## src/rtl/i2c_arbiter.sv

```systemverilog
// ---------------------------------------------------------------------------
// i2c_arbiter
// Round-robin arbiter that lets two requesters share one I2C byte master.
// A granted command is latched, issued to the master (START/WAIT/STOP),
// retried with a repeated start on NACK, bounded by a per-attempt timeout,
// and completed with a one-cycle doneN pulse plus status/rdata.
//
// Ports
//   clk, reset            : clock, synchronous active-low reset
//   reqN/rwN/addrN/regN/wdataN (N=0,1) : requester command, req held to doneN
//   doneN                 : one-cycle completion pulse to requester N
//   status                : 00 OK, 01 NACK, 10 TIMEOUT (valid with doneN)
//   rdata                 : read data, held until the next completion
//   busy                  : transaction in progress
//   m_en/m_start/m_stop   : master enable and start/stop strobes
//   m_mode/m_addr/m_reg/m_wdata : latched command fields to the master
//   m_done/m_ack/m_rdata  : master attempt completion, ACK and read data
// ---------------------------------------------------------------------------
module i2c_arbiter #(
   parameter int TIMEOUT_CYCLES = 1024,
   parameter int RETRY_MAX      = 2
) (
   input  logic       clk,
   input  logic       reset,
   input  logic       req0,
   input  logic       rw0,
   input  logic [6:0] addr0,
   input  logic [7:0] reg0,
   input  logic [7:0] wdata0,
   input  logic       req1,
   input  logic       rw1,
   input  logic [6:0] addr1,
   input  logic [7:0] reg1,
   input  logic [7:0] wdata1,
   output logic       done0,
   output logic       done1,
   output logic [1:0] status,
   output logic [7:0] rdata,
   output logic       busy,
   output logic       m_en,
   output logic       m_start,
   output logic       m_stop,
   output logic       m_mode,
   output logic [6:0] m_addr,
   output logic [7:0] m_reg,
   output logic [7:0] m_wdata,
   input  logic       m_done,
   input  logic       m_ack,
   input  logic [7:0] m_rdata
);

   typedef enum logic [2:0] {IDLE, START, WAIT, STOP, RESP} state_t;

   localparam logic [15:0] TLAST = 16'(TIMEOUT_CYCLES - 1);
   localparam logic [1:0]  RMAX  = 2'(RETRY_MAX);

   state_t      state, state_nxt;
   logic        grant, grant_nxt;   // requester owning the current transaction
   logic        last, last_nxt;     // requester served most recently
   logic [15:0] timer, timer_nxt;
   logic [1:0]  retry, retry_nxt;
   logic [1:0]  status_nxt;
   logic [7:0]  rdata_nxt;
   logic        mode_nxt;
   logic [6:0]  addr_nxt;
   logic [7:0]  reg_nxt, wdata_nxt;

   always_ff @(posedge clk) begin
      if (!reset) begin
         state   <= IDLE;
         grant   <= 1'b0;
         last    <= 1'b1;          // "1 served last" gives requester 0 priority
         timer   <= '0;
         retry   <= '0;
         status  <= 2'b00;
         rdata   <= 8'h00;
         m_mode  <= 1'b0;
         m_addr  <= '0;
         m_reg   <= '0;
         m_wdata <= '0;
      end else begin
         state   <= state_nxt;
         grant   <= grant_nxt;
         last    <= last_nxt;
         timer   <= timer_nxt;
         retry   <= retry_nxt;
         status  <= status_nxt;
         rdata   <= rdata_nxt;
         m_mode  <= mode_nxt;
         m_addr  <= addr_nxt;
         m_reg   <= reg_nxt;
         m_wdata <= wdata_nxt;
      end
   end

   always_comb begin
      state_nxt  = state;
      grant_nxt  = grant;
      last_nxt   = last;
      timer_nxt  = timer;
      retry_nxt  = retry;
      status_nxt = status;
      rdata_nxt  = rdata;
      mode_nxt   = m_mode;
      addr_nxt   = m_addr;
      reg_nxt    = m_reg;
      wdata_nxt  = m_wdata;
      case (state)
         IDLE: begin
            if (req0 || req1) begin
               // Contention goes to whoever was not served last.
               grant_nxt = (req0 && req1) ? ~last : req1;
               mode_nxt  = grant_nxt ? rw1    : rw0;
               addr_nxt  = grant_nxt ? addr1  : addr0;
               reg_nxt   = grant_nxt ? reg1   : reg0;
               wdata_nxt = grant_nxt ? wdata1 : wdata0;
               retry_nxt = '0;
               state_nxt = START;
            end
         end
         START: begin
            timer_nxt = '0;
            state_nxt = WAIT;
         end
         WAIT: begin
            timer_nxt = timer + 16'd1;
            // m_done is checked first so it wins over a coincident timeout.
            if (m_done) begin
               if (m_ack) begin
                  if (m_mode) rdata_nxt = m_rdata;
                  status_nxt = 2'b00;
                  state_nxt  = STOP;
               end else if (retry < RMAX) begin
                  retry_nxt = retry + 2'd1;
                  state_nxt = START;   // repeated start, bus not released
               end else begin
                  status_nxt = 2'b01;
                  state_nxt  = STOP;
               end
            end else if (timer == TLAST) begin
               status_nxt = 2'b10;
               state_nxt  = STOP;
            end
         end
         STOP: state_nxt = RESP;
         RESP: begin
            last_nxt  = grant;
            state_nxt = IDLE;
         end
         default: state_nxt = IDLE;
      endcase
   end

   assign busy    = (state != IDLE);
   assign m_en    = (state == START) || (state == WAIT) || (state == STOP);
   assign m_start = (state == START);
   assign m_stop  = (state == STOP);
   assign done0   = (state == RESP) && !grant;
   assign done1   = (state == RESP) &&  grant;

endmodule
```

## config.mk

```make
export PLATFORM = sky130hd
export DESIGN_NAME = i2c_arbiter
export DESIGN_NICKNAME = d
export VERILOG_FILES = /design/src/rtl/i2c_arbiter.sv
export SDC_FILE = /design/constraint.sdc
export NUM_CORES = 1
export LEC_CHECK = 0
export CAP_MARGIN = 20
export CORE_UTILIZATION = 43
export CTS_CLUSTER_SIZE = 16
export DETAILED_ROUTE_END_ITERATION = 10
export PLACE_DENSITY = 0.79
export SYNTH_ARGS = -nofsm -noshare
export SYNTH_HDL_FRONTEND = slang
export SYNTH_SLANG_ARGS = --single-unit
```

## constraint.sdc

```tcl
create_clock -name clk -period 2 [get_ports clk]
set_input_delay 0.4 -clock clk [delete_from_list [all_inputs] [get_ports clk]]
set_output_delay 0.4 -clock clk [all_outputs]
set_load 0.01 [all_outputs]
```

======== Yosys cells after proc, flatten, opt, wreduce, memory -nomap -nowiden ========
Index checks and enable logic that the tools add are counted.
word-level totals
  ROM bits ................................ 0
  latch bits .............................. 0
  word-level logic and storage cells ...... 64
  memories kept ........................... 0
  memory bits (writable) .................. 0
  register bits ........................... 57
cells by class
  divide/modulo/power cells ............... 0
  shift operators ......................... 0
  eq/ne operators ......................... 11
  magnitude comparators ................... 1
  bitwise logic cells ..................... 1
  multiplexer cells ....................... 21
  reduce and logical (&&, ||, !) cells .... 17
  multiply operators ...................... 0
  add/subtract/negate cells ............... 2
operators by type and width
  operator               count
  $pmux 16 s2            1
  $mux 2                 10
  $add 16x1->16 const B  1
  $eq 16x10->1 const B   1
  $mux 8                 2
  $pmux 3 s4             1
  $mux 3                 3
  $ne 2x2->1 const B     4
  $mux 7                 1
  $eq 3x2->1 const B     2
  $ne 3x3->1 const B     2
  $reduce_bool 2->1      3
  $reduce_and 5->1       1
  $pmux 2 s2             1
  $reduce_and 2->1       2
  $reduce_and 4->1       1
  $eq 3x1->1 const B     1
  $eq 3x3->1 const B     1
  $logic_and 1x1->1      3
  $logic_not 3->1        1
  $logic_or 1x1->1       3
  $reduce_and 3->1       1
  $reduce_bool 3->1      1
  $add 2x1->2 const B    1
  other kinds (4)        5

======== Longest topological paths before layout ========
Gate-level depths: netlist of the first run.
  depth after elaboration ................. 5
  depth in mapped cells ................... 7

======== Worst setup path before layout of the first run ========
Ideal clock, no wire load.
  kind .................................... reg-to-reg
  from .................................... register state[1]
  to ...................................... register timer[10]
  arrival ................................. 1.684 ns
  setup slack ............................. 0.250 ns
  path buffers ............................ 2
  period minus slack after synthesis ...... 1.750 ns
  cell stages (with the launch flop) ...... 7
  required time ........................... 1.935 ns
  setup time .............................. 0.065 ns
  path through ............................ dfxtp_1 > buf_4 > or3b_1 > buf_6 > nor4_4 > mux2_2 > nor2_1
on the way
  longest elaborated chain between the ends .. 2
  elaborated cells on any way between the ends .. 4
  those cells by class .................... eq/ne: 2; mux: 1; reduce/logical: 1
ends and longest elaborated chain
  element                                           RTL line  text
  start: declaration                                57        state_t state, state_nxt;
  start signal: assignment                          82        state <= state_nxt;
  $eq 3x2->1 or $eq 3x1->1 (tied branches)          108       case (state)
  $pmux 16 s2 or $reduce_bool 2->1 (tied branches)  n/a
  end signal: assignment                            85        timer <= timer_nxt;
  end: declaration                                  60        logic [15:0] timer, timer_nxt;
Several ways; a longest one is shown, not always the timed one.
A chain may end at the register's enable or synchronous reset.

======== Worst setup path in the final report of the first run ========
  from .................................... register state[1]
  to ...................................... output busy
on the way
  longest elaborated chain between the ends .. 1
ends and longest elaborated chain
  element            RTL line  text
  $reduce_bool 3->1  154       assign busy = (state != IDLE);
  end: declaration   39        output logic busy,
No other way between the ends.

==> flow_summary_export.csv, run 1 <==
group,metric,value,unit
outcome,status,"complete, no violations",
synth,yosys.area.top_type,"dfxtp_1",
worst_setup_path,cpPeakStageDelay,0.40,ns
clocking,postCtsHoldBufs,0,
timing,min_period,1.92,ns
timing,tightest_slew,0.463,ns
clocking,cts_tree,"yes",
clocking,htree_levels,3,
timing,tns,0,ns
clocking,root_buffer,"clkbuf_8",
timing,fin_crit_sh,96.1,%
die,start_util,46.0,%
final_layout,largest_reg_flops,16,
worst_setup_path,crit_buf_inv,2,
placed_design,gp_congestion,0.834,
timing,skew,0.00553,ns
drt,drtPass1Iterations,4,
worst_hold_path,min_path_cells,2,
final_layout,antennaDiodeCount,0,
final_layout,final_nets,454,
synth,synth_top_area_share,44.0,%
clocking,post-cts-setup-buffer-count,0,
worst_setup_path,cp.required,1.60,ns
final_layout,most-common-layout-cells,"96 x clkdlybuf4s50_1, 55 x dfxtp_1, 50 x nor2_1",
clocking,clk_latency,0.33,ns
clocking,cts_made_buffers,9,
worst_hold_path,min-delay-path-class,"flop to flop",
die,chipHeight,79.6,um
clocking,clockBufferDepth,2,
power_and_ir_drop,peakVddDrop,0.493,mV
synth,synthArstFlopShare,0,%
placed_design,io_buffer_count,101,
final_layout,max_flop_register,"timer",
worst_setup_path,ff2ff_path_depth,4,
global_routing,grt_pass1_wl,11.1,mm
worst_setup_path,crit_slowest_cell,"or3_4",
synth,synth_edf_count,0,
synth,synth_seq_cells,57,
worst_setup_path,crit_path_start_kind,"flop",
worst_setup_path,cp-end-kind,"output pin",
worst_setup_path,reg2reg_to,"timer[4]",
die,rows,27,
worst_hold_path,min_to,"status[0]",
worst_setup_path,crit_fanout,6,
timing,hold_violations,0,
drt,drt_iter0_drc,153,
synth,syn_avg_cell_area,9.16,sq um
timing,fmax,0.520,GHz
final_layout,final_common_cell,"clkdlybuf4s50_1",
worst_setup_path,crit_chain,"buf_4, or3_4, dlygate4sd2_1",
drt,vias,2464,
worst_hold_path,min-delay-start,"status[0]",
job,max_cap_violations,0,
global_routing,grt_start_max_net_pins,43,
worst_setup_path,crit_family,"buffers and inverters",
clocking,clk_pin_slew_worst_paths,0.06,ns
power_and_ir_drop,p_leak,1.51,nW
worst_setup_path,crit_type,"flop to output pin",
timing,slew_viol_final,0,
global_routing,first_global_vias,2400,
worst_setup_path,r2r-start,"state[0]",
timing,slew_headroom,68.9,%
timing,setup_viol,0,
drt,ant_nets,0,
drt,drc_errors,0,
worst_setup_path,cp.arrival,1.52,ns
global_routing,grt-ovfl-total,0,
final_layout,drive_gt1_share,10.6,%
global_routing,track_usage,23.2,%
synth,synth_area,2590,sq um
final_layout,fill_cells,469,
placed_design,dp_hpwl,4.91,mm
synth,synth_nets,346,
power_and_ir_drop,powerDensity,732,nW/um^2
global_routing,antenna_found_initial,0,
die,die_area,6340,sq um
synth,ys_seq_area_share,44.0,%
placed_design,place_ws,0.117,ns
synth,ys.flop_type,"dfxtp_1",
timing,final.setup.worst_slack,0.0776,ns
die,die_width,79.6,um
synth,syn_inst,283,
timing,rsz0062_at_grt,"false",
drt,wire_per_inst,14.2,um
synth,synth_cell_types,46,
die,core,5640,sq um
drt,via_per_inst,5.26,
synth,synth.area.top_cells,"dfxtp_1 44%, mux2i_1 14%, nor2_1 7.5%",
clocking,cts_sinks,57,
die,io_pins,102,
final_layout,syn_to_final_growth,51.8,%
drt,routed_wl,6.66,mm
worst_setup_path,r2r_slack,0.15,ns
synth,ys_warn_count,0,
## cell usage after synthesis (all sizes together), types with 2 or more instances
library cell  count
dfxtp            57
nand2b            4
nand2            11
and4              2
nand3b            2
mux2i            36
and3              2
inv               5
buf              10
a211o             2
nor4              5
o311ai            2
nor2             53
or3b              2
nand4             4
a31o              2
nor3b             2
mux2              3
nand3            10
a211oi           25
a21oi            10
o21ai             5
nor3              5
clkbuf            8
## layer usage
| metal | global-route usage [%] | wire [um] | part of all wire, % |
|---|---|---|---|
| met1 | 26.6 | 2760 | 41 |
| met2 | 36.2 | 3080 | 46 |
| met3 | 12.6 | 729 | 11 |
| met4 | 7.82 | 86 | 1.3 |
| met5 | 0 | 0 | 0 |
## worst register-to-register path: cells and delay by family, from the launching register on
| family | cells | cell delay, ns |
|---|---|---|
| AO/OA/AOI/OAI | 1 | 0.15 |
| AND/OR/NAND/NOR | 2 | 1.04 |
| flip-flops | 1 | 0.36 |
| buffers and inverters | 1 | 0.24 |
## how the worst max path moves through the flow
| stage | start | endpoint | slack, ns | depth (start not counted) |
|---|---|---|---|---|
| final | state[1] | busy | 0.08 | 3 |
| after global routing | state[0] | m_start | 0.005 | 3 |
| after CTS | state[1] | m_en | 0.03 | 4 |
| after detailed placement | state[0] | m_start | 0.12 | 3 |
| after global placement | state[0] | m_start | 0.14 | 3 |
| after floorplan | state[1] | timer[10] | 0.25 | 6 |
## area by class of cell
type,count,area [sq um],share of cell area [%]
multi-input combinational,203,1370,34.8
sequential,57,1150,29.1
timing repair buffer,115,1130,28.8
clock buffer,13,159,4.04
tap,72,90.1,2.29
inverter,5,18.8,0.477
clock inverter,3,15.0,0.382
## where the power goes
group | total (W) | switching, W | internal, W | leakage [nW]
clock | 0.000947 | 0.000436 | 0.000511 | 0.0932
sequential | 0.00126 | 0.0000467 | 0.00122 | 0.467
combinational | 0.000669 | 0.000294 | 0.000375 | 0.949
## metrics by stage
| step | std cells | utilization, % | power (W) | cell area, sq um | hold WS [ns] |
|---|---|---|---|---|---|
| 2_1_floorplan | 283 | - | 0.00158 | 2590 | 0.430 |
| 3_3_place_gp | 452 | 66.6 | 0.00195 | 3750 | 0.467 |
| 3_5_place_dp | 452 | 66.6 | 0.00196 | 3750 | 0.468 |
| 4_1_cts | 468 | 69.7 | 0.00291 | 3930 | 0.477 |
| 5_1_grt | 468 | 69.7 | 0.00304 | 3940 | 0.501 |
| 6_report | 468 | 69.7 | 0.00288 | 3940 | 0.476 |
## kinds of logic after synthesis
kind of cell             share of synthesized area [%]
multiplexers                                      15.2
AND/OR/NAND/NOR                                   21.4
flip-flops                                        44.0
AO/OA/AOI/OAI                                     14.8
buffers and inverters                             4.10
adder cells (fa/ha/maj)                          0.483
## repair_timing
item / 4_1_cts / 5_1_grt
setup endpoints to repair: 5 / 4
gates resized for setup: 8 / 2
cloned: 0 / 0
Note: power is estimated with default switching activity, not from simulation.
==> inputs of run 2 (changes only) <==
Settings changed: CTS_CLUSTER_SIZE 16 to 30.
==> results of run 2 <==
The final DEF is identical to that of run 1; final timing and power are the same.
